**src/rtl/dmem_responder.sv**
```systemverilog
// Data-memory responder for the single-cycle CPU: word RAM plus a 16-byte
// register window (CYCLE, OUT, STCNT, STATUS), combinational loads, clocked stores.
module dmem_responder #(
    parameter int unsigned DEPTH     = 64,
    parameter logic [31:0] MMIO_BASE = 32'hFFFF_FFF0
) (
    input  logic        clk,
    input  logic        n_reset,
    input  logic [31:0] addr,
    input  logic        write_enab,
    input  logic [31:0] write_data,
    output logic [31:0] read_data,
    output logic [31:0] out_data,
    output logic        out_valid,
    output logic        err
);

    localparam int unsigned AW        = $clog2(DEPTH);
    localparam logic [31:0] RAM_BYTES = 32'(DEPTH * 4);

    localparam logic [1:0] OFF_CYCLE  = 2'd0;
    localparam logic [1:0] OFF_OUT    = 2'd1;
    localparam logic [1:0] OFF_STCNT  = 2'd2;
    localparam logic [1:0] OFF_STATUS = 2'd3;

    // Bus protocol: no valid/ready; every cycle is a complete transaction,
    // a store commits on the edge where write_enab is high, loads never stall.

    logic [31:0]   mem [DEPTH];
    logic [31:0]   cycle_cnt;
    logic [31:0]   store_cnt;
    logic          mis_q;
    logic          rng_q;

    logic          ram_hit;
    logic          mmio_hit;
    logic          misaligned;
    logic [1:0]    reg_off;
    logic [AW-1:0] word_idx;
    logic          ram_we;
    logic          out_we;
    logic          status_we;
    logic          set_mis;
    logic          set_rng;
    logic          clr_mis;
    logic          clr_rng;

    assign ram_hit    = (addr < RAM_BYTES);
    assign mmio_hit   = (addr[31:4] == MMIO_BASE[31:4]);
    assign misaligned = (addr[1:0] != 2'b00);
    assign reg_off    = addr[3:2];
    assign word_idx   = addr[AW+1:2];

    assign ram_we    = write_enab && ram_hit && !misaligned;
    assign out_we    = write_enab && mmio_hit && !misaligned && (reg_off == OFF_OUT);
    assign status_we = write_enab && mmio_hit && !misaligned && (reg_off == OFF_STATUS);
    assign set_mis   = write_enab && misaligned;
    assign set_rng   = write_enab && !ram_hit && !mmio_hit;
    assign clr_mis   = status_we && write_data[0];
    assign clr_rng   = status_we && write_data[1];

    // RAM has no reset so its contents survive n_reset.
    always_ff @(posedge clk) begin
        if (ram_we) begin
            mem[word_idx] <= write_data;
        end
    end

    always_ff @(posedge clk or negedge n_reset) begin
        if (!n_reset) begin
            cycle_cnt <= '0;
            store_cnt <= '0;
            mis_q     <= 1'b0;
            rng_q     <= 1'b0;
            out_data  <= '0;
            out_valid <= 1'b0;
        end else begin
            cycle_cnt <= cycle_cnt + 32'd1;
            if (ram_we) begin
                store_cnt <= store_cnt + 32'd1;
            end
            // A new error of the same bit overrides a simultaneous clear.
            mis_q     <= set_mis | (mis_q & ~clr_mis);
            rng_q     <= set_rng | (rng_q & ~clr_rng);
            out_valid <= out_we;
            if (out_we) begin
                out_data <= write_data;
            end
        end
    end

    always_comb begin
        read_data = '0;
        if (ram_hit) begin
            read_data = mem[word_idx];
        end else if (mmio_hit) begin
            case (reg_off)
                OFF_CYCLE:  read_data = cycle_cnt;
                OFF_OUT:    read_data = out_data;
                OFF_STCNT:  read_data = store_cnt;
                OFF_STATUS: read_data = {30'd0, rng_q, mis_q};
                default:    read_data = '0;
            endcase
        end
    end

    assign err = mis_q | rng_q;

endmodule

```
**config.mk**
```make
export PLATFORM = sky130hd
export DESIGN_NAME = dmem_responder
export DESIGN_NICKNAME = d
export VERILOG_FILES = /design/src/rtl/dmem_responder.sv
export SDC_FILE = /design/constraint.sdc
export NUM_CORES = 2
export LEC_CHECK = 0
export CELL_PAD_IN_SITES_DETAIL_PLACEMENT = 1
export CELL_PAD_IN_SITES_GLOBAL_PLACEMENT = 2
export CORE_ASPECT_RATIO = 1.25
export CORE_MARGIN = 4
export CORE_UTILIZATION = 53
export DETAILED_ROUTE_END_ITERATION = 12
export PLACE_DENSITY_LB_ADDON = 0.1
export SLEW_MARGIN = 25
export SYNTH_ARGS = -nofsm -noshare
export SYNTH_HDL_FRONTEND = slang
export SYNTH_SLANG_ARGS = --single-unit
```
**constraint.sdc**
```tcl
create_clock -name clk -period 4.4 [get_ports clk]
set_clock_uncertainty 0.05 [all_clocks]
set_input_delay 0.44 -clock clk [delete_from_list [all_inputs] [get_ports clk]]
set_output_delay 0.44 -clock clk [all_outputs]
set_load 0.1 [all_outputs]
```
==> impl_metrics.tcl <==
set metrics [dict create \
    min_period_over_period 0.987 \
    ys_top_cells_by_area "edfxtp_1 (74%), mux4_2 (13%), dfrtp_1 (3.0%), mux2i_1 (2.1%), nand2_1 (0.95%)" \
    post_dp_cell_area_sq_mm 0.0909 \
    setup_tns_ps 0 \
    power_mw 41.6 \
    yosysMostFrequentCell "edfxtp_1" \
    layoutNonFillerInstCount 6827 \
    drt-initial-drc-count 6487 \
    dieArea_sq_mm 0.164 \
    num_io_pins 133 \
    initial_core_util 0.534 \
    crit_path_frequent_cell "buf_12" \
    grt_overflow 0 \
    crit_chain "buf_12 -> buf_12 -> buf_4 -> mux4_2 -> mux2i_1 -> o22ai_1 -> a21oi_2 -> o21ai_1 -> a221o_1 -> buf_12 -> buf_12" \
    yosysWarnings 0 \
    yosysTopAreaCellShare 0.737 \
    drv_cap 0 \
    yosysSeqAreaShare 0.766 \
    cellInternalPower_mw 32.5 \
    critPathMaxStageDelay_ps 520 \
    synthDistinctLibCells 70 \
    die_x_um 363 \
    synth.largest_area_cell "edfxtp_1" \
    ys_ff_latch 2147 \
    crit_path_end_kind "primary output" \
    numPortBuffers 132 \
    timing_hold_violations_final 0 \
    stdcell_area_sq_mm 0.0975 \
    place_congestion 0.890 \
    seq_power_share 0.537 \
    clk_path_buf_depth 3 \
    start_kind "input port" \
    share_clk_of_total_power 0.411 \
    arrival_ps 3850 \
    grt_pass1_vias 47200 \
    row_count 162 \
    routedWlPerCell_um 39.1 \
    hold_ws_ps 68.4 \
    crit_buf_inv 5 \
    vias 45600 \
    ant_nets 0 \
    syn_inst 4063 \
    maxSlewViolCount 0 \
    clock_latency_ps 870 \
    status "completed" \
    synth_edf_count 2048 \
    switching_share 0.219 \
    combPwrFrac 0.052 \
    max_freq_mhz 230 \
    nets 4666 \
    power_density_mw_per_mm2 427 \
    setup_violations 0 \
    postCtsSetupBuffers 0 \
    drc 0 \
    antenna_found_initial 11 \
    fillCellCount 12900 \
    cts_tree "built" \
    hold_path_class "input port to flip-flop" \
    drt-total-wl_um 267000 \
    crit_fanout 44 \
    die_y_um 452 \
    drt_pass1_iterations 5 \
    dpl.cell_count 6431 \
    syn-mean-instance-area_sq_um 20.6 \
    rsz0062_at_grt "no" \
    synth_commonest_cells "edfxtp_1 (2,048), mux4_2 (477), nand2_1 (212)" \
    required_ps 3910 \
    peakVddDrop_mv 0.436 \
    period_needed_ps 4340 \
    crit_family "buffers and inverters" \
    crit_type "input port to primary output" \
    timing.slew.headroom 0.227 \
    syn_nets 4132 \
    setup_ws_ps 56.3 \
    htree_levels 4 \
    grt_max_degree 74 \
    async_flop_share 0.0461 \
    synth-main-ff-cell "edfxtp_1" \
    switchingPower_mw 9.11 \
    power_leakage_nw 31.9 \
    cts_root_buffer "clkbuf_16" \
    clk_pin_slew_worst_paths_ps 60 \
    areaGrowthSynthToFinish_pct 16.7 \
    crit_slowest_cell "mux4_2" \
    grt_pass1_wl_um 373000 \
    cts_buffers 203 \
    syn-cell-area_sq_mm 0.0835 \
    track_usage 0.330 \
    via_per_inst 6.68 \
    post-place-ws_ps -212 \
    utilization 0.624 \
    drive_gt1_frac 0.281 \
    core_region_area_sq_mm 0.156 \
    dp_hpwl_um 173000 \
    clock_sink_count 2147 \
    worst_pin_slew_ps 1150 \
]
## placed cells by master, fill, tap and decap left out, types with 37 or more instances in the layout
cell type,instances
nand3_1,53
clkbuf_16,205
nand4_1,50
clkdlybuf4s50_1,61
nor2_4,65
clkbuf_1,53
o22ai_1,38
mux4_2,477
a22oi_1,83
xnor2_1,37
dfrtp_1,99
a21oi_1,83
nor2_1,99
clkinv_1,57
edfxtp_1,2048
buf_12,100
nand2_1,212
mux2i_1,176
buf_4,338
## power groups by stage
stage / sequential (mW) / clock (mW) / combinational (mW)
global route: 22.3 / 18.2 / 2.24
floorplan: 22.8 / 0 / 0.958
global placement: 22.8 / 0 / 2.10
CTS: 22.4 / 17.3 / 2.16
detailed placement: 22.8 / 0 / 2.14
finish: 22.4 / 17.1 / 2.16
## layer usage
layer	vias up	GRT usage	part of all wire
met3	497	0.0595	0.090
met5	-	0	0.00010
met4	4	0.138	0.050
li1	17900	-	-
met1	24600	0.452	0.37
met2	2600	0.531	0.49
## path summary, 6_finish.rpt
kind / startpoint / end / slack (ps) / depth (start not counted)
max: addr[3] / read_data[15] / 60 / 11
min: write_data[19] / mem[31][19] / 70 / 1
max reg2reg: store_cnt[5] / store_cnt[31] / 1470 / 6
min reg2reg: cycle_cnt[31] / cycle_cnt[31] / 410 / 1
max in group asynchronous: n_reset / store_cnt[27] / 3280 / 3
min in group asynchronous: n_reset / store_cnt[13] / 110 / 2
## cell families after synthesis
family	share of synthesized area
compound gates	0.0276
simple gates	0.0330
xor+xnor	0.00640
flops	0.766
buf+inv	0.0142
fa+ha+maj	0.000300
mux	0.152
## what timing repair did
action | in CTS | in global routing
endpoints found under the setup margin | 2 | 4
pin swaps | 0 | 0
endpoints found under the hold margin | 214 | 0
gates resized for setup | 3 | 5
hold buffers | 11 | 0
## flip-flops by register name, indices dropped and copies added, names as in the netlist
register and count:
rng_q 1, cycle_cnt 32, store_cnt 32, mem 2048
mis_q 1, out_data 32, out_valid 1
## worst reg2reg max path, delay by kind of cell, from the launching register on
| kind | cells | cell delay (ps) |
|---|---|---|
| DFF | 1 | 460 |
| and+or+nand+nor | 5 | 2210 |
| xor gates and xnor gates | 1 | 160 |
## cell type report
class                           count  area, sq um  share of cell area
Tap cell                         2050         2560              0.0263
Inverter                           18         72.6            0.000745
Antenna cell                        3         7.51           0.0000770
Sequential cell                  2147        64000               0.656
Clock buffer                      258         5330              0.0547
Timing Repair Buffer              548         5480              0.0562
Clock inverter                    124         1100              0.0113
Multi-Input combinational cell   1679        18900               0.194
Power figures use the tool's default switching activity.
